`config.mk`:
```
export PLATFORM = sky130hd
export DESIGN_NAME = display_scan_controller_flat
export DESIGN_NICKNAME = d
export VERILOG_FILES = /design/src/rtl/display_scan_controller_pkg.sv /design/src/rtl/display_scan_controller_if.sv /design/src/rtl/display_scan_controller_slot_prescaler.sv /design/src/rtl/display_scan_controller.sv /design/src/flat_wrapper.sv
export SDC_FILE = /design/constraint.sdc
export NUM_CORES = 1
export LEC_CHECK = 0
export CORE_MARGIN = 4
export CORE_UTILIZATION = 45
export DETAILED_ROUTE_END_ITERATION = 10
export GPL_TIMING_DRIVEN = 0
export PLACE_DENSITY = 0.74
export SYNTH_ARGS = -nofsm -noshare
export SYNTH_HDL_FRONTEND = slang
export SYNTH_SLANG_ARGS = --single-unit
export TNS_END_PERCENT = 5
```
`constraint.sdc`:
```
create_clock -name clk -period 5.8 [get_ports clk]
set_clock_uncertainty 0.05 [all_clocks]
set_input_delay 0.87 -clock clk [delete_from_list [all_inputs] [get_ports clk]]
set_output_delay 0.87 -clock clk [all_outputs]
set_load 0.02 [all_outputs]
```
`src/rtl/display_scan_controller_pkg.sv`:
```
// disp_pkg: shared digit count, anode-off pattern, field widths and active-low one-hot anode helper
package disp_pkg;
  localparam int NUM_DIGITS = 4;
  localparam int S_W = 2;
  localparam int NIB_W = 4;
  localparam logic [NUM_DIGITS-1:0] AN_OFF = 4'b1111;
  function automatic logic [NUM_DIGITS-1:0] an_onehot_low(input logic [S_W-1:0] s);
    return ~(4'b0001 << s);
  endfunction
endpackage

```
`src/rtl/display_scan_controller_if.sv`:
```
// display_scan_controller_if: load handshake bundle; master drives load_valid/load_data/load_mask, slave returns load_ready
interface display_scan_controller_if;
  import disp_pkg::*;
  logic load_valid;
  logic [NUM_DIGITS*NIB_W-1:0] load_data;
  logic [NUM_DIGITS-1:0] load_mask;
  logic load_ready;
  modport master(output load_valid, load_data, load_mask, input load_ready);
  modport slave(input load_valid, load_data, load_mask, output load_ready);
endinterface

```
`src/rtl/display_scan_controller_slot_prescaler.sv`:
```
// slot_prescaler: counts clk/reset cycles 0..REFRESH_DIV-1, outputs cnt and slot_tick on the last cycle of each slot
module slot_prescaler #(
  parameter int REFRESH_DIV = 100000,
  localparam int CW = $clog2(REFRESH_DIV)
) (
  input  logic          clk,
  input  logic          reset,
  output logic [CW-1:0] cnt,
  output logic          slot_tick
);
  logic [CW-1:0] cnt_d, cnt_q;
  always_comb begin
    slot_tick = cnt_q == CW'(REFRESH_DIV - 1);
    cnt_d = slot_tick ? '0 : cnt_q + CW'(1);
  end
  always_ff @(posedge clk) begin
    if (reset) cnt_q <= '0;
    else cnt_q <= cnt_d;
  end
  assign cnt = cnt_q;
endmodule

```
`src/rtl/display_scan_controller.sv`:
```
// display_scan_controller: 4-digit scan (clk, reset, ld slave handshake -> AN, S, nibble, frame_done) with frame-aligned word commit
module display_scan_controller
  import disp_pkg::*;
#(
  parameter int REFRESH_DIV = 100000,
  parameter int BLANK_CYCLES = 1000
) (
  input  logic                   clk,
  input  logic                   reset,
  display_scan_controller_if.slave ld,
  output logic [NUM_DIGITS-1:0]  AN,
  output logic [S_W-1:0]         S,
  output logic [NIB_W-1:0]       nibble,
  output logic                   frame_done
);
  localparam int CW = $clog2(REFRESH_DIV);
  localparam int DW = NUM_DIGITS * NIB_W;
  logic [CW-1:0] cnt;
  logic slot_tick, accept, commit, blank;
  logic [S_W-1:0] s_d, s_q;
  logic [DW-1:0] act_data_d, act_data_q, pend_data_d, pend_data_q;
  logic [NUM_DIGITS-1:0] act_mask_d, act_mask_q, pend_mask_d, pend_mask_q;
  logic pending_d, pending_q;
  slot_prescaler #(.REFRESH_DIV(REFRESH_DIV)) u_pre (
    .clk(clk), .reset(reset), .cnt(cnt), .slot_tick(slot_tick)
  );
  always_comb begin
    frame_done = slot_tick && s_q == S_W'(NUM_DIGITS - 1);
    ld.load_ready = !pending_q;
    accept = ld.load_valid && !pending_q;
    commit = frame_done && pending_q;
    s_d = slot_tick ? s_q + S_W'(1) : s_q;
    pend_data_d = accept ? ld.load_data : pend_data_q;
    pend_mask_d = accept ? ld.load_mask : pend_mask_q;
    pending_d = accept ? 1'b1 : commit ? 1'b0 : pending_q;
    act_data_d = commit ? pend_data_q : act_data_q;
    act_mask_d = commit ? pend_mask_q : act_mask_q;
    blank = 32'(cnt) < BLANK_CYCLES;
    AN = (blank || !act_mask_q[s_q]) ? AN_OFF : an_onehot_low(s_q);
    nibble = act_data_q[NIB_W*s_q +: NIB_W];
    S = s_q;
  end
  always_ff @(posedge clk) begin
    if (reset) begin
      s_q <= '0;
      act_data_q <= '0;
      act_mask_q <= '0;
      pend_data_q <= '0;
      pend_mask_q <= '0;
      pending_q <= 1'b0;
    end else begin
      s_q <= s_d;
      act_data_q <= act_data_d;
      act_mask_q <= act_mask_d;
      pend_data_q <= pend_data_d;
      pend_mask_q <= pend_mask_d;
      pending_q <= pending_d;
    end
  end
endmodule
```
`src/flat_wrapper.sv`:
```
// flat-port wrapper written by rule: the top's interface ports become plain ports
module display_scan_controller_flat import disp_pkg::*;
#(
  parameter int REFRESH_DIV = 100000,
  parameter int BLANK_CYCLES = 1000
)
  (clk, reset, AN, S, nibble, frame_done, ld_load_valid, ld_load_data, ld_load_mask, ld_load_ready);
  display_scan_controller_if ld_i ();
  input  logic clk;
  input  logic reset;
  output logic [NUM_DIGITS-1:0] AN;
  output logic [S_W-1:0] S;
  output logic [NIB_W-1:0] nibble;
  output logic frame_done;
  input wire logic [$bits(ld_i.load_valid)-1:0] ld_load_valid;
  input wire logic [$bits(ld_i.load_data)-1:0] ld_load_data;
  input wire logic [$bits(ld_i.load_mask)-1:0] ld_load_mask;
  output wire logic [$bits(ld_i.load_ready)-1:0] ld_load_ready;
  assign ld_i.load_valid = ld_load_valid;
  assign ld_i.load_data = ld_load_data;
  assign ld_i.load_mask = ld_load_mask;
  assign ld_load_ready = ld_i.load_ready;
  display_scan_controller #(.REFRESH_DIV(REFRESH_DIV), .BLANK_CYCLES(BLANK_CYCLES)) u_core (.clk(clk), .reset(reset), .ld(ld_i), .AN(AN), .S(S), .nibble(nibble), .frame_done(frame_done));
endmodule
```
## After elaboration in Yosys (flattened, before gate mapping)

Index checks and enable logic that the tools add are counted.

| cells by class | value |
|---|---|
| eq/ne operators | 2 |
| order comparisons | 2 |
| bitwise gates (word level) | 1 |
| reduce and logical (&&, ||, !) cells | 8 |
| shifts and indexed selects | 2 |
| mux-type cells | 5 |
| add/sub/neg operators | 2 |

Operator list:

| kind | number |
|---|---|
| adder 17 x 1 -> 17 bit (second input constant) | 1 |
| equality test 17 bit (second input constant) | 1 |
| < comparator 17 x 10 -> 1 bit (second input constant) | 1 |
| variable part select 16 x 5 -> 4 bit | 1 |
| 2-to-1 mux 4 bit | 1 |
| NOT 4 bit | 1 |
| left shift 1 x 2 -> 4 bit (first input constant) | 1 |
| logical AND 1 bit | 3 |
| < comparator 2 x 3 -> 1 bit (second input constant) | 1 |
| 2-to-1 mux 1 bit | 3 |
| adder 2 x 1 -> 2 bit (second input constant) | 1 |
| binary-select mux 1 bit (select 2 bit) | 1 |
| equality test 2 bit (second input constant) | 1 |
| logical NOT 1 bit | 2 |
| nonzero test 2 bit | 1 |
| OR reduction 2 bit | 1 |
| logical OR 1 bit | 1 |

| storage, ports and cells | value |
|---|---|
| output and inout bits | 12 |
| register bits after elaboration | 60 |
| logic and storage cells | 29 |
| input port bits | 23 |

## Depth between registers and ports, before layout

| logic depth | value |
|---|---|
| word-level depth | 5 |
| gate-level depth with buffers | 7 |

## Hierarchy

From an unflattened synthesis, not the netlist that was laid out.

| second synthesis, totals | value |
|---|---|
| cells, all modules | 299 |
| area total of the unflattened synthesis | 2544.9 µm² |

By module, submodules not included:

| module | area an instance (µm²) | seq. area each (µm²) | cells each | times used |
|---|---|---|---|---|
| display_scan_controller | 1747.9 | 860.8 | 211 | 1 |
| slot_prescaler | 797.0 | 340.3 | 88 | 1 |

## Least setup slack after synthesis

No wires, ideal clock.

| timing path | value |
|---|---|
| kind | register to output |
| from | reg u_core.u_pre.cnt_q[14], in the netlist u_core.u_pre.cnt[14] |
| to | out AN[0] |
| required time | 4.880 ns |
| arrival time | 1.788 ns |
| slack | 3.092 ns |
| path buffers | 0 |
| cell stages (with the launch flop) | 5 |
| path through | dfxtp_1 -> or4_4 -> or4_2 -> o21a_1 -> nand2_1 |

| on the way | value |
|---|---|
| cells in the longest elaborated chain, start to end | 3 |

RTL lines:

| what | RTL line | source |
|---|---|---|
| start, declared | display_scan_controller_slot_prescaler.sv:11 | `logic [CW-1:0] cnt_d, cnt_q;` |
| start signal, assigned | display_scan_controller_slot_prescaler.sv:18 | `else cnt_q <= cnt_d;` |
| < comparator 17 x 10 -> 1 bit | display_scan_controller.sv:38 | `blank = 32'(cnt) < BLANK_CYCLES;` |
| logical OR 1 bit | display_scan_controller.sv:39 | `AN = (blank \|\| !act_mask_q[s_q]) ? AN_OFF : an_onehot_low(s_q);` |
| 2-to-1 mux 4 bit | display_scan_controller.sv:39 |  |
| end, declared | flat_wrapper.sv:11 | `output logic [NUM_DIGITS-1:0] AN;` |

Every way passes these cells.

## Worst setup path after layout

| timing path | value |
|---|---|
| from | reg u_core.u_pre.cnt_q[14], in the netlist u_core.u_pre.cnt[14] |
| to | out AN[2] |

The elaborated chain is that of the path after synthesis.

==> flow_metrics.tcl <==
set metrics [dict create \
    grt_max_degree 11 \
    drv_cap 0 \
    dpl.hpwl_um 3930 \
    end_kind "output port" \
    num_antenna_cells 0 \
    synth_top_family_by_area "simple AND/OR/NAND/NOR gates" \
    postSynthCellCount 297 \
    finalHoldViolCount 0 \
    antenna_found_initial 0 \
    critPathMaxFanout 4 \
    worstMarginPinSlew_ns 0.570 \
    fin_nets 369 \
    routed_wl_um 5220 \
    avgRoutedWirePerCell_um 12.5 \
    grt_usage_pct 15.4 \
    ir_drop_uv 150 \
    crit_type "reg -> out" \
    max-slew-margin-rel_pct 62.0 \
    wl_met3_um 199 \
    path_clk_slew_ns 0.06 \
    synth_adder_area_share_pct 2.31 \
    synth.ff_latch_count 60 \
    coreArea_mm2 0.00568 \
    post_cts_resized 0 \
    postCtsHoldBufs 0 \
    min_period_over_period_pct 62.4 \
    grt_remaining_overflow 0 \
    hold_path_class "reg -> reg" \
    synth_area_mm2 0.00270 \
    synth_xor_xnor_area_share_pct 4.86 \
    drt_iter0_markers 92 \
    fmax_mhz 276 \
    wl_met2_um 2640 \
    routabilityCongestion 0.903 \
    timing.setup.tns_ns 0 \
    synth_compound_area_share_pct 4.49 \
    postPlaceCellArea_mm2 0.00312 \
    p_leak_nw 1.10 \
    ant_nets 0 \
    pwr_density_cell_mw_per_mm2 255 \
    grt_pass1_vias 2051 \
    report.final.slew_viol_count 0 \
    drc 0 \
    io_buffers 33 \
    initial_core_util_pct 47.6 \
    cts_sinks 60 \
    yosys_warnings 0 \
    areaGrowthSynthToFinish_pct 22.6 \
    synth_mux_area_share_pct 11.9 \
    firstDrtPassIters 6 \
    arrival_ns 2.70 \
    viasPerCell 5.00 \
    fin_crit_ns 3.62 \
    yosysSeqAreaShare_pct 44.4 \
    grt_setup_unrepaired "no" \
    cts_setup_buffers 0 \
    synth.distinct_cells 31 \
    mostFrequentLayoutCells "dfxtp_1, nand2_1, nand2b_1, clkdlybuf4s50_1, nor2_1" \
    dieHeight_um 85.5 \
    rows 27 \
    cts_buffers 9 \
    worstSetupStartpointType "flip-flop" \
    setup_viol 0 \
    die_area_mm2 0.00731 \
    status "finished, final reports clean" \
    top_layer_used "met4" \
    pin_count 35 \
    syn-num-nets 325 \
    fp.dieW_um 85.5 \
    final_common_cell "dfxtp_1" \
    required_ns 4.88 \
    vias 2082 \
    avgSynthCellArea_um2 9.10 \
    layout-drive-gt1-share_pct 8.43 \
    cts.path.max_buffers 2 \
    tritoncts "yes" \
    clock_latency_ns 0.33 \
    yosys.area_share.simple_pct 26.6 \
    grt_pass1_wl_um 8980 \
    root_buffer "clkbuf_8" \
    cts_max_level 3 \
    m1WireLength_um 2330 \
    final_area_mm2 0.00331 \
]
through the flow:
step	total power, mW	cells	setup WS, ns	util [%]	hold WS [ns]
final	0.845	416	2.18	58.4	0.407
after global routing	0.883	416	2.10	58.4	0.424
after CTS	0.856	416	2.16	58.4	0.407
after detailed placement	0.491	402	2.54	55.0	0.399
after global placement	0.489	402	2.54	55.0	0.394
after floorplan	0.466	297	3.09	-	0.379
synth_stat cells:
cell      instances  area [um2]
dfxtp_1          60        1200
nand2_1          48         180
nand2b_1         40         250
nor2_1           24        90.1
a21oi_1          21         105
mux2i_1          21         210
xnor2_1          14         123
clkbuf_1         13        48.8
inv_1             9        33.8
nor3_1            7        35.0
ha_1              5        62.6
mux4_2            5         113
nand3_1           5        25.0
nand4_1           5        31.3
nor4_1            3        18.8
buf_12            2        40.0
a31o_2            1        8.76
and2_2            1        7.51
and3_1            1        6.26
buf_2             1        5.00
buf_4             1        7.51
buf_6             1        11.3
nand4b_1          1        8.76
nor2b_1           1        6.26
nor4_4            1        21.3
o21a_1            1        7.51
or2_2             1        6.26
or4_2             1        8.76
or4_4             1        11.3
or4bb_1           1        11.3
xor2_1            1        8.76
cells by family (layout without fill, tap and decap cells):
family / Yosys count / after routing
adder cells (fa/ha/maj): 5 / 5
multiplexers: 26 / 26
AO/OA/AOI/OAI: 23 / 23
AND/OR/NAND/NOR: 141 / 141
buffers and inverters: 27 / 74
XOR/XNOR: 15 / 15
flip-flops: 60 / 60
per-layer routing:
layer / vias up / track usage (%)
met1: 979 / 17.3
met4: 0 / 4.75
met5: - / 0
met2: 33 / 27.3
met3: 7 / 5.57
li1: 1063 / -
power breakdown:
group	total [mW]	leakage (nW)	internal [mW]	switching [mW]
clock network	0.364	0.0983	0.216	0.148
logic	0.0524	0.513	0.0277	0.0246
registers	0.429	0.487	0.422	0.00615
total	0.845	1.10	0.667	0.179
state kept, by name (all words and copies together) (netlist names):
register,flops
u_core.u_pre.cnt,17
u_core.S,2
u_core.pend_data_q,16
u_core.act_mask_q,4
u_core.act_data_q,16
u_core.pending_q,1
u_core.pend_mask_q,4
cell type report:
cell class | count | area [um2]
buffer | 18 | 113
clock buffer | 12 | 155
clock inverter | 2 | 35.0
fill | 535 | 2360
inverter | 9 | 33.8
multi-input combinational | 210 | 1360
sequential | 60 | 1200
tap | 72 | 90.1
timing repair buffer | 33 | 330
worst paths after layout:
check / start / end / slack [ns] / cells past startpoint
setup / recovery: u_core.u_pre.cnt[14] / AN[2] / 2.18 / 5
hold / removal: u_core.pend_data_q[3] / u_core.pend_data_q[3] / 0.41 / 2
setup reg to reg: u_core.u_pre.cnt[14] / u_core.act_data_q[6] / 3.63 / 6
hold reg to reg: u_core.pend_data_q[3] / u_core.pend_data_q[3] / 0.41 / 2
worst max-delay path, cell delays in order (launching register included):
cell and delay, ns:
dfxtp_1 0.34, or4_4 0.57, or4_2 0.55, o21a_1 0.24, nand2_1 0.07, clkdlybuf4s50_1 0.60
(Power assumes the default switching activity.)
